[src/rtl/scratchpad_pkg.sv]
// Shared types for the scratchpad bus port: FSM state encodings, the
// writeback FIFO entry layout and the bytes-per-beat helper.
// Ports: none (package).
package scratchpad_pkg;

  // Width of the shared address/data bus. The FIFO entry layout follows it.
  localparam int SPM_DATA_W = 32;

  typedef enum logic [1:0] {
    TX_IDLE,
    TX_REQ,
    TX_ADDR,
    TX_DATA
  } tx_state_t;

  typedef enum logic {
    RX_ADDR,
    RX_DATA
  } rx_state_t;

  typedef struct packed {
    logic [SPM_DATA_W-1:0] addr;
    logic [SPM_DATA_W-1:0] data;
  } wb_entry_t;

  // Byte stride between consecutive beats on a bus of the given width.
  function automatic int spm_bytes(input int data_w);
    return data_w / 8;
  endfunction

endpackage

[src/rtl/scratchpad_wb_fifo.sv]
// Writeback FIFO: DEPTH entries of {addr,data}, head read plus head+1 address peek.
// Latency: a push is visible at head / in count the cycle after it is accepted.
// Backpressure: ready = (count < DEPTH), with no look-ahead to a same-cycle pop.
// Ports: clk, rst_n | push, push_entry, ready | pop | head, next_addr, count
module scratchpad_wb_fifo
  import scratchpad_pkg::*;
#(
  parameter int DEPTH = 8
) (
  input  logic                         clk,
  input  logic                         rst_n,
  input  logic                         push,
  input  wb_entry_t                    push_entry,
  output logic                         ready,
  input  logic                         pop,
  output wb_entry_t                    head,
  output logic [SPM_DATA_W-1:0]        next_addr,
  output logic [$clog2(DEPTH+1)-1:0]   count
);

  localparam int CW = $clog2(DEPTH + 1);
  localparam int PW = $clog2(DEPTH);

  wb_entry_t     mem [DEPTH];
  logic [PW-1:0] rd_ptr;
  logic [PW-1:0] wr_ptr;
  logic          do_push;
  logic          do_pop;

  assign ready     = (count < CW'(DEPTH));
  assign do_push   = push && ready;
  assign do_pop    = pop && (count != '0);
  assign head      = mem[rd_ptr];
  // Pointer width is log2(DEPTH), so the +1 wraps modulo DEPTH for free.
  assign next_addr = mem[rd_ptr + PW'(1)].addr;

  always_ff @(posedge clk) begin
    if (do_push) mem[wr_ptr] <= push_entry;
  end

  always_ff @(posedge clk or negedge rst_n) begin
    if (!rst_n) begin
      rd_ptr <= '0;
      wr_ptr <= '0;
      count  <= '0;
    end else begin
      if (do_push) wr_ptr <= wr_ptr + PW'(1);
      if (do_pop)  rd_ptr <= rd_ptr + PW'(1);
      case ({do_push, do_pop})
        2'b10:   count <= count + CW'(1);
        2'b01:   count <= count - CW'(1);
        default: count <= count;
      endcase
    end
  end

endmodule

[src/rtl/scratchpad_bus_port.sv]
// Scratchpad-side endpoint of the arbiter link: queues local writebacks and sends
// them as coalesced address-then-data bursts; turns inbound bursts into scratchpad writes.
// Latency: outbound address beat one cycle after grant; inbound write one cycle after its beat.
// Backpressure: wb_ready drops when the FIFO is full; inbound side never stalls.
// Ports: CLK, nRST | wb_valid/wb_ready/wb_addr/wb_data/wb_count |
//        req_out/dbus_out/last_out/bus_ready/bus_own_ack | req_in/dbus_in/last_in |
//        spm_wen/spm_waddr/spm_wdata | err_proto
module scratchpad_bus_port
  import scratchpad_pkg::*;
#(
  parameter int DATA_W    = SPM_DATA_W,
  parameter int DEPTH     = 8,
  parameter int MAX_BURST = 4
) (
  input  logic                       CLK,
  input  logic                       nRST,
  input  logic                       wb_valid,
  output logic                       wb_ready,
  input  logic [DATA_W-1:0]          wb_addr,
  input  logic [DATA_W-1:0]          wb_data,
  output logic [$clog2(DEPTH+1)-1:0] wb_count,
  output logic                       req_out,
  output logic [DATA_W-1:0]          dbus_out,
  output logic                       last_out,
  input  logic                       bus_ready,
  input  logic                       bus_own_ack,
  input  logic                       req_in,
  input  logic [DATA_W-1:0]          dbus_in,
  input  logic                       last_in,
  output logic                       spm_wen,
  output logic [DATA_W-1:0]          spm_waddr,
  output logic [DATA_W-1:0]          spm_wdata,
  output logic                       err_proto
);

  localparam int BYTES = spm_bytes(DATA_W);
  localparam int CW    = $clog2(DEPTH + 1);
  localparam int BW    = $clog2(MAX_BURST + 1);

  // ---------------- writeback FIFO ----------------
  wb_entry_t         head;
  logic [DATA_W-1:0] next_addr;
  logic              fifo_pop;

  scratchpad_wb_fifo #(.DEPTH(DEPTH)) u_fifo (
    .clk        (CLK),
    .rst_n      (nRST),
    .push       (wb_valid),
    .push_entry ('{addr: wb_addr, data: wb_data}),
    .ready      (wb_ready),
    .pop        (fifo_pop),
    .head       (head),
    .next_addr  (next_addr),
    .count      (wb_count)
  );

  // ---------------- outbound FSM ----------------
  tx_state_t         tx_state, tx_state_nxt;
  logic [DATA_W-1:0] tx_addr;
  logic [BW-1:0]     tx_beat;
  logic              burst_more;

  // The entry behind the head must already be queued, sit exactly one beat
  // above the current address (wrapping through zero is fine), and the burst
  // must still have room.
  assign burst_more = (wb_count >= CW'(2))
                   && (next_addr == tx_addr + DATA_W'(BYTES))
                   && ((int'(tx_beat) + 1) < MAX_BURST);

  always_ff @(posedge CLK or negedge nRST) begin
    if (!nRST) tx_state <= TX_IDLE;
    else       tx_state <= tx_state_nxt;
  end

  always_comb begin
    tx_state_nxt = tx_state;
    fifo_pop     = 1'b0;
    req_out      = 1'b0;
    dbus_out     = '0;
    last_out     = 1'b0;
    case (tx_state)
      TX_IDLE: if (wb_count != '0) tx_state_nxt = TX_REQ;
      TX_REQ: begin
        req_out = bus_ready;
        if (bus_own_ack) tx_state_nxt = TX_ADDR;
      end
      TX_ADDR: begin
        dbus_out     = head.addr;
        tx_state_nxt = TX_DATA;
      end
      TX_DATA: begin
        dbus_out = head.data;
        fifo_pop = 1'b1;
        if (!burst_more) begin
          last_out     = 1'b1;
          // Anything still queued after this pop needs a fresh request.
          tx_state_nxt = (wb_count >= CW'(2)) ? TX_REQ : TX_IDLE;
        end
      end
      default: tx_state_nxt = TX_IDLE;
    endcase
  end

  always_ff @(posedge CLK or negedge nRST) begin
    if (!nRST) begin
      tx_addr <= '0;
      tx_beat <= '0;
    end else if (tx_state == TX_ADDR) begin
      tx_addr <= head.addr;
      tx_beat <= '0;
    end else if ((tx_state == TX_DATA) && burst_more) begin
      tx_addr <= tx_addr + DATA_W'(BYTES);
      tx_beat <= tx_beat + BW'(1);
    end
  end

  // ---------------- inbound FSM ----------------
  rx_state_t         rx_state, rx_state_nxt;
  logic [DATA_W-1:0] rx_addr;

  always_ff @(posedge CLK or negedge nRST) begin
    if (!nRST) rx_state <= RX_ADDR;
    else       rx_state <= rx_state_nxt;
  end

  always_comb begin
    rx_state_nxt = rx_state;
    if (req_in) begin
      case (rx_state)
        // An address beat flagged last is malformed and leaves us here.
        RX_ADDR: if (!last_in) rx_state_nxt = RX_DATA;
        RX_DATA: if (last_in)  rx_state_nxt = RX_ADDR;
        default: rx_state_nxt = RX_ADDR;
      endcase
    end
  end

  always_ff @(posedge CLK or negedge nRST) begin
    if (!nRST) begin
      rx_addr   <= '0;
      spm_wen   <= 1'b0;
      spm_waddr <= '0;
      spm_wdata <= '0;
      err_proto <= 1'b0;
    end else begin
      spm_wen   <= 1'b0;
      err_proto <= 1'b0;
      if (req_in) begin
        if (rx_state == RX_ADDR) begin
          if (last_in) err_proto <= 1'b1;
          else         rx_addr   <= dbus_in;
        end else begin
          spm_wen   <= 1'b1;
          spm_waddr <= rx_addr;
          spm_wdata <= dbus_in;
          rx_addr   <= rx_addr + DATA_W'(BYTES);
        end
      end
    end
  end

endmodule

[config.mk]
export PLATFORM = sky130hd
export DESIGN_NAME = scratchpad_bus_port
export DESIGN_NICKNAME = d
export VERILOG_FILES = /design/src/rtl/scratchpad_pkg.sv /design/src/rtl/scratchpad_wb_fifo.sv /design/src/rtl/scratchpad_bus_port.sv
export SDC_FILE = /design/constraint.sdc
export NUM_CORES = 1
export LEC_CHECK = 0
export ABC_CLOCK_PERIOD_IN_PS = 6380
export CORE_ASPECT_RATIO = 1.1
export CORE_MARGIN = 2
export CORE_UTILIZATION = 40
export CTS_CLUSTER_SIZE = 40
export DETAILED_ROUTE_END_ITERATION = 12
export DONT_BUFFER_PORTS = 1
export PLACE_DENSITY = 0.56
export SYNTH_ARGS = -nofsm -noshare
export SYNTH_HDL_FRONTEND = slang
export SYNTH_SLANG_ARGS = --single-unit
export TNS_END_PERCENT = 5
[constraint.sdc]
create_clock -name CLK -period 6.38 [get_ports CLK]
set_clock_uncertainty 0.2 [all_clocks]
set_input_delay 0.957 -clock CLK [delete_from_list [all_inputs] [get_ports CLK]]
set_output_delay 0.957 -clock CLK [all_outputs]
set_load 0.01 [all_outputs]
==> results of run 1 <==
==> worst register-to-register path: cells and delay by family (launching register included) <==
family                     cells  cell delay, ps
and+or+nand+nor                3            1070
buffers and inverters          3            1060
DFF                            1             710
muxes                          2             680
xor gates and xnor gates       2             830
adders and majority gates      1             260
AOI/OAI and AO/OA              1             150
==> report_power, final <==
group	total, W	switching, W	internal (W)
sequential	0.00573	0.000550	0.00518
combinational	0.00568	0.00315	0.00253
clock	0.00417	0.00179	0.00238
==> what timing repair did <==
| action | CTS | global route |
|---|---|---|
| setup endpoints to repair | 0 | 0 |
| hold buffers | 1 | 0 |
| hold endpoints to repair | 146 | 0 |
==> registers in the layout (all words and copies together), names as in the netlist <==
register       cells
tx_beat            3
spm_wen            1
spm_wdata         32
err_proto          1
tx_addr           32
u_fifo.count       4
rx_state           1
spm_waddr         32
u_fifo.wr_ptr      3
tx_state           2
u_fifo.rd_ptr      3
rx_addr           32
u_fifo.mem       512
==> stage by stage <==
step	setup WS [ps]	std cells	cell area [µm²]	util, %	power, W
after CTS	345.0	2960	33100	45.18	0.01579
after floorplan	-464.5	1953	29600	-	0.009972
after global routing	116.5	2960	33100	45.18	0.01639
final	491.8	2960	33100	45.18	0.01558
after global placement	1132	2825	30670	41.87	0.01147
after detailed placement	1065	2825	30670	41.87	0.01156
==> cells in the mapped netlist, drive strengths merged, types with 3 or more instances <==
cell,instances
a21oi,62
and2,3
and3,28
and4,5
buf,48
clkbuf,75
dfrtp,146
edfxtp,512
ha,13
inv,21
mux2,37
mux2i,78
mux4,180
nand2,307
nand2b,14
nand3,56
nand3b,5
nand4,36
nor2,45
nor2b,7
nor3,26
nor3b,11
nor4,7
o2111ai,4
o21ai,84
o22ai,20
o311a,23
o31ai,4
or3,8
xnor2,46
xor2,13
==> per-layer routing <==
layer / track usage, % / part of all wire [%] / up-vias
met3: 5.193 / 6.8 / 137
met4: 8.771 / 3.9 / 0
li1: - / - / 7568
met1: 24.22 / 39 / 9103
met5: 0 / 0 / -
met2: 35.62 / 50 / 586
==> kinds of logic (layout without fill, tap and decap cells) <==
family / after synthesis / in the layout
buf+inv: 144 / 197
xor+xnor: 60 / 60
mux: 295 / 295
fa+ha+maj: 14 / 14
simple gates: 566 / 566
flops: 658 / 658
compound gates: 216 / 216
==> path summary, 6_finish.rpt <==
kind	end	cells after the start	from
worst max-delay path	last_out	10	u_fifo.rd_ptr[1]
worst min-delay path	spm_wdata[7]	1	nRST
worst max register to register	tx_addr[10]	12	u_fifo.rd_ptr[1]
worst min register to register	spm_waddr[0]	2	rx_addr[0]
max in group asynchronous	u_fifo.rd_ptr[2]	1	nRST
min in group CLK	rx_state	1	last_in
==> layout make-up <==
class | instances | area (µm²)
sequential | 658 | 19040
tap | 954 | 1194
multi-input combinational | 1151 | 10040
fill | 6391 | 40160
inverter | 21 | 78.83
clock inverter | 43 | 493.0
timing repair buffer | 42 | 347.8
clock buffer | 91 | 1908
==> impl_results.md, run 1 <==
* RSZ-0062 raised after global routing: false
* Post-synth EDFFs at 512
* Vias in the first global route at 17.87k
* DIE AREA at 0.07618 mm²
* Fin nets at 2,063
* CTS H-tree depth at 3
* Pin count of the biggest net entering global routing at 147
* Final wirelength at 78,110 µm
* Drt drc at 0
* Total CTS buffers at 72
* Cts repair resizes at 0
* Post-DRT Antenna Nets at 0
* Layout cells sized above 1 at 19.79%
* Setup TNS Final at 0 ps
* Initial DRC Count at 1,492
* Most Frequent Cell on Critical Path: buf_4
* Final setup vio count at 0
* FMAX at 0.1698 GHz
* Max stage delay on crit path at 710 ps
* Core ar. at 0.07326 mm²
* Async S/R FF share, synth at 22.19%
* Gr ovfl total at 0
* GPL Wtd Cong at 0.8930
* Mapped Cells at 1,953
* WL/cell at 26.39 µm
* Rows at 104
* Initial antenna violation count at 0
* Synth warnings at 0
* CP Buf/Inv Count at 2
* Crit path cell chain: ha_4 > xor2_4 > buf_4 > buf_4 > mux4_2 > mux2i_1 > xnor2_1 > or3_1 > nor2_1 > a21oi_1
* Fin crit share at 92.29%
* Reg-to-reg slack, setup at 1270 ps
* CTS Sinks at 658
* Synth cell types at 64
* Area Growth Syn to Fin at 11.84%
* Hold Crit Class: in -> async
* WS Path Type: reg -> out
* CTS Buffer Depth at 3
* Status: complete, no violations
* Yosys top cell by area: edfxtp_1
* Max-slew violations at 0
* Crit path DAT at 4730 ps
* Root buffer cell: clkbuf_16
* Max-Cap Viols at 0
* Ys flop type: edfxtp_1
* Total GRT Usage at 20.46%
* Vert. Die Dim at 289.3 µm
* Vias/cell at 5.876
* Mux contribution to synthesized area at 17.74%
* Leak at 11.61 nW
* Post-synthesis area per instance at 15.15 µm²
* P per Cell Area at 470.7 mW/mm²
* Port bufs at 0
* DP HPWL at 50,170 µm
* Adder-cell area share of the yosys netlist at 0.6173%
* Yosys reg bits at 658
* Main combinational cell family by area after synthesis: multiplexers
* Starting Density at 40.40%
* Clk slew on worst S/H paths at 60 ps
* Maximum VDD drop at 263.3 µV
* Max FO, Critical Path at 28
* Post-synth net total at 2,070
* Post-synth top area share at 51.95%
* Crit end category: primary output
* Routed vias at 17.39k
* 1st-pass router iterations at 7
* Most frequent cells in the layout: edfxtp_1 (512), nand2_1 (306), mux4_2 (180), dfrtp_1 (143), o21ai_0 (84)
* WP data required at 5220 ps
* Crit path max-delay cell type: dfrtp_4
* Post-synthesis compound-gate area fraction at 4.410%
* Critical path's top delay family: XOR/XNOR gates
* Die width at 263.3 µm
* Most common cell after layout, fill and taps aside: edfxtp_1
* Crit path time final at 5888 ps
* Final hold slack at 107.1 ps
* Synthesized cell area at 0.02959 mm²
* # IOs at 208
* Final hold violation count at 0
* CTS tree: yes
* # diodes at 0
* Clock Latency Late Sink at 640 ps
* Top cells by area, synth: edfxtp_1 (52%), mux4_2 (14%), dfrtp_1 (12%)
* Critical Path Start Type: register
* Post-CTS setup buffer count at 0
* Fraction of the yosys area taken by sequential cells at 64.30%
* Post-Synth Simple-Gate Area at 8.921%
* Worst Tran Pin Value at 1083 ps
* Max_slew headroom at 27.44%
* Synth Area in XOR/XNOR at 1.873%
* First-pass GRT wire length at 116,200 µm
Power figures use the tool's default switching activity.
==> inputs of run 2 (changes only) <==
CORE_UTILIZATION = 55   (was 40)
PLACE_DENSITY = 0.73   (was 0.56)
==> impl_results.md, run 2 (synthesis gave the netlist of run 1 again) <==
* Reg-to-reg slack, setup at 1130 ps
* Critical Path Start Type: register
* Worst reg2reg startpoint: u_fifo.rd_ptr[1]
* Final hold violation count at 0
* Fin crit share at 89.30%
* Design area at 0.03253 mm²
* Initial antenna violation count at 2
* Most Frequent Cell on Critical Path: buf_4
* Starting Density at 55.37%
* Gr ovfl total at 0
* Net switching power at 0.005207 W
* Max_slew headroom at 31.00%
* Hold Crit Class: in -> async
* Reg2reg end: tx_addr[11]
* Crit path max-delay cell type: ha_4
* Crit path cell chain: ha_4 > buf_4 > buf_4 > mux2i_1 > mux4_2 > xnor2_1 > nor2_1 > nor4_1 > nand4_1 > nor4b_2 > a21oi_1
* Crit path DAT at 4540 ps
* GPL Wtd Cong at 0.9059
* DP HPWL at 44,280 µm
* Fin cells at 2,666
* Max-Cap Viols at 0
* Core ar. at 0.05345 mm²
* Placed cell count at 2,549
* 1st-pass router iterations at 7
* Clk slew on worst S/H paths at 70 ps
* CTS tree: yes
* Port bufs at 0
* Area Growth Syn to Fin at 9.910%
* WS Path Type: reg -> out
* Logic pwr share at 37.0%
* Max FO, Critical Path at 26
* Final setup vio count at 0
* R2R depth at 13
* Drt drc at 0
* Clock power share at 25.6%
* CTS Buffer Depth at 3
* CTS H-tree depth at 3
* First-pass GRT wire length at 105,800 µm
* Layout cells sized above 1 at 19.16%
* Crit end category: primary output
* Die width at 225.2 µm
* Switching share of power at 34.34%
* WL/cell at 26.51 µm
* Setup TNS Final at 0 ps
* RSZ-0062 raised after global routing: false
* Clock Latency Late Sink at 620 ps
* Stages on the worst setup path at 11
* Cts repair resizes at 0
* WP data required at 5220 ps
* Biggest register: u_fifo.mem
* Root buffer cell: clkbuf_16
* Pin count of the biggest net entering global routing at 147
* Final wirelength at 70,670 µm
* Max reg flops at 512
* FMAX at 0.1755 GHz
* DIE AREA at 0.05568 mm²
* Rows at 89
* Internal power at 0.009957 W
* P per Cell Area at 466.2 mW/mm²
* Max stage delay on crit path at 640 ps
* Placed cell areas at 0.03033 mm²
* Vert. Die Dim at 247.3 µm
* Total CTS buffers at 66
* Vias/cell at 6.514
* Worst Tran Pin Value at 1033 ps
* Leak at 11.50 nW
* Initial DRC Count at 2,042
* CP Capture Point: last_out
* Seq pwr share at 37.5%
* Most frequent cells in the layout: edfxtp_1 (512), nand2_1 (306), mux4_2 (180), dfrtp_1 (143), o21ai_0 (84)
* Routed vias at 17.37k
* Status: complete, no violations
* Post-DRT Antenna Nets at 0
* CTS Sinks at 658
* # IOs at 208
* Maximum VDD drop at 423.7 µV
* Max-slew violations at 0
* CP Buf/Inv Count at 2
* Critical path's top delay family: simple AND/OR/NAND/NOR gates
* Vias in the first global route at 17.48k
* Crit path time final at 5697 ps
* Total GRT Usage at 25.57%
* Most common cell after layout, fill and taps aside: edfxtp_1
* Fin nets at 2,053
* Crit path from: u_fifo.rd_ptr[1]
==> run 2: worst min-delay path by stage <==
| stage | from | end | slack, ps | cells after the start |
|---|---|---|---|---|
| global placement | rx_addr[0] | spm_waddr[0] | 240 | 2 |
| detailed placement | rx_addr[0] | spm_waddr[0] | 250 | 2 |
| floorplan | rx_addr[0] | spm_waddr[0] | 230 | 2 |
| finish | nRST | tx_addr[25] | 150 | 1 |
| global route | nRST | tx_addr[25] | 190 | 1 |
| CTS | nRST | tx_addr[25] | 170 | 1 |
==> run 2: layer usage <==
| layer | vias up | global-route usage (%) | share of wire [%] |
|---|---|---|---|
| met2 | 761 | 44.14 | 51 |
| li1 | 7537 | - | - |
| met3 | 124 | 6.559 | 8.4 |
| met1 | 8943 | 31.12 | 37 |
| met4 | 2 | 9.486 | 3.3 |
| met5 | - | 0 | 0.016 |
==> run 2: timing repair <==
item / 4_1_cts / 5_1_grt
buffers inserted: 0 / 0
hold endpoints to repair: 146 / 0
hold buffers: 1 / 0
==> run 2: area by class of cell <==
type                    count  area, µm²
clock buffers              79       1762
inverters                  21      78.83
fillers                  3836      20920
multi-input cells        1151      10040
clock inverters            36      410.4
flip-flops and latches    658      19040
repair buffers             38      342.8
diodes                      1      2.502
well taps                 682      853.3
==> run 2: per-stage QoR <==
stage	total power, W	utilization, %	hold WS, ps	setup slack (ps)
2_1_floorplan	0.009972	-	233.1	-464.5
3_5_place_dp	0.01136	56.73	250.1	1146
4_1_cts	0.01528	60.85	173.0	649.5
6_report	0.01516	60.85	146.1	682.9
5_1_grt	0.01587	60.85	190.9	416.9
3_3_place_gp	0.01123	56.73	244.3	1176
==> run 2: power by group through the flow <==
stage | clock network [W] | logic [W] | registers (W)
2_1_floorplan | 0 | 0.00440 | 0.00557
3_3_place_gp | 0 | 0.00552 | 0.00572
3_5_place_dp | 0 | 0.00561 | 0.00575
4_1_cts | 0.00395 | 0.00566 | 0.00567
5_1_grt | 0.00411 | 0.00603 | 0.00574
6_report | 0.00388 | 0.00560 | 0.00568
==> run 2: worst reg2reg max path, delay by kind of cell (launching register included) <==
family | cells | cell delay (ps)
AOI/OAI and AO/OA | 1 | 130
xor gates and xnor gates | 1 | 210
adders and majority gates | 1 | 640
buffers and inverters | 3 | 1060
DFF | 1 | 500
muxes | 2 | 590
and+or+nand+nor | 5 | 1770
==> inputs of run 3 (changes only) <==
ABC_CLOCK_PERIOD_IN_PS = 6600   (was 6380)
CAP_MARGIN = 40   (was not set)
PLACE_DENSITY = 0.7   (was 0.73)
clock period = 6.6 ns   (was 6.38 ns; I/O delays follow)
==> impl_results.md, run 3 (synthesis gave the netlist of run 1 again) <==
* Most common cell after layout, fill and taps aside: edfxtp_1
* Crit end category: primary output
* Vias in the first global route at 17.67k
* WP data required at 5410 ps
* Total CTS buffers at 67
* Die width at 225.2 µm
* Initial antenna violation count at 1
* Final hold slack at 212.1 ps
* # IOs at 208
* Crit path DAT at 4860 ps
* Cts repair resizes at 0
* Placed cell areas at 0.03042 mm²
* WS Path Type: reg -> out
* Critical Path Start Type: register
* GPL Wtd Cong at 0.9337
* Clock Latency Late Sink at 600 ps
* Post-DRT Antenna Nets at 0
* Drt drc at 0
* Gr ovfl total at 0
* Final setup vio count at 0
* Max reg flops at 512
* WL/cell at 26.69 µm
* Starting Density at 55.37%
* Biggest register: u_fifo.mem
* 1st-pass router iterations at 6
* Most frequent cells in the layout: edfxtp_1 (512), nand2_1 (306), mux4_2 (180), dfrtp_1 (143), o21ai_0 (84)
* Max_slew headroom at 41.43%
* Port bufs at 0
* Fin crit share at 91.70%
* Vert. Die Dim at 247.3 µm
* Max-Cap Viols at 0
* CTS Buffer Depth at 3
* Fin worst setup slack at 548.1 ps
* Max FO, Critical Path at 41
* DP HPWL at 45,820 µm
* CTS H-tree depth at 3
* Design area at 0.03267 mm²
* Vias/cell at 6.504
* Routed vias at 17.44k
* Pin count of the biggest net entering global routing at 147
* Max-slew violations at 0
* Initial DRC Count at 1,628
* Layout cells sized above 1 at 19.37%
* Leak at 11.57 nW
* Clk slew on worst S/H paths at 60 ps
* RSZ-0062 raised after global routing: false
* P per Cell Area at 453.1 mW/mm²
* Final hold violation count at 0
* Crit path time final at 6052 ps
* Final design utilization at 61.12%
* Final wirelength at 71,550 µm
* Worst Tran Pin Value at 878.6 ps
* Rows at 89
* Area Growth Syn to Fin at 10.38%
* Maximum VDD drop at 310.7 µV
* Hold Crit Class: in -> async
* FMAX at 0.1652 GHz
* CTS tree: yes
* Status: complete, no violations
* First-pass GRT wire length at 107,700 µm
* CTS Sinks at 658
* Core ar. at 0.05345 mm²
* DIE AREA at 0.05568 mm²
* Fin nets at 2,061
* Pre-CTS setup slack at 1133 ps
* Root buffer cell: clkbuf_16
* Total GRT Usage at 26.04%
-- run 3: where the power goes --
group / internal [W] / switching, W
combinational: 0.00247 / 0.00299
sequential: 0.00501 / 0.000517
clock: 0.00224 / 0.00157
-- run 3: worst paths after layout --
kind                                        from          endpoint  slack [ps]  cells past startpoint
worst max-delay path            u_fifo.rd_ptr[0]          last_out         550                      9
worst min-delay path                        nRST      spm_waddr[8]         210                      1
worst max register to register  u_fifo.rd_ptr[0]        tx_addr[7]        1470                     11
worst min register to register        rx_addr[1]      spm_waddr[1]         270                      2
max in group asynchronous                   nRST  u_fifo.rd_ptr[2]        5420                      1
min in group CLK                      rx_addr[1]      spm_waddr[1]         270                      2
-- run 3: critical path, stage by stage (launching register included) --
cell and delay (ps):
dfrtp_4 650, ha_4 870, buf_4 630, mux4_2 580, mux2i_1 210, xor2_1 210, o32a_1 160, nand4_1 150
nor4b_2 420, a21oi_1 310
-- run 3: metal layers --
metal | global-route usage (%) | vias to the layer above | wire length [µm]
li1 | - | 7569 | -
met1 | 32.21 | 9005 | 26990
met2 | 44.36 | 727 | 36440
met3 | 6.737 | 135 | 5806
met4 | 9.603 | 0 | 2316
met5 | 0 | - | 0
-- run 3: cell type report --
class,instances,area (µm²)
clock inverters,40,401.6
diodes,1,2.502
fillers,3876,20780
well taps,682,853.3
inverters,21,78.83
flip-flops and latches,658,19040
clock buffers,83,1809
repair buffers,45,444.2
multi-input cells,1151,10040
-- run 3: through the flow --
stage	instances	power (W)	setup TNS, ps
after floorplan	1953	0.009640	-17760
after global placement	2549	0.01090	0
after detailed placement	2555	0.01109	0
after CTS	2679	0.01493	0
after global routing	2681	0.01553	0
final	2681	0.01480	0
-- run 3: repair_timing --
item	in CTS	in global routing
setup buffers	0	0
hold buffers	1	0
hold endpoints to repair	146	0
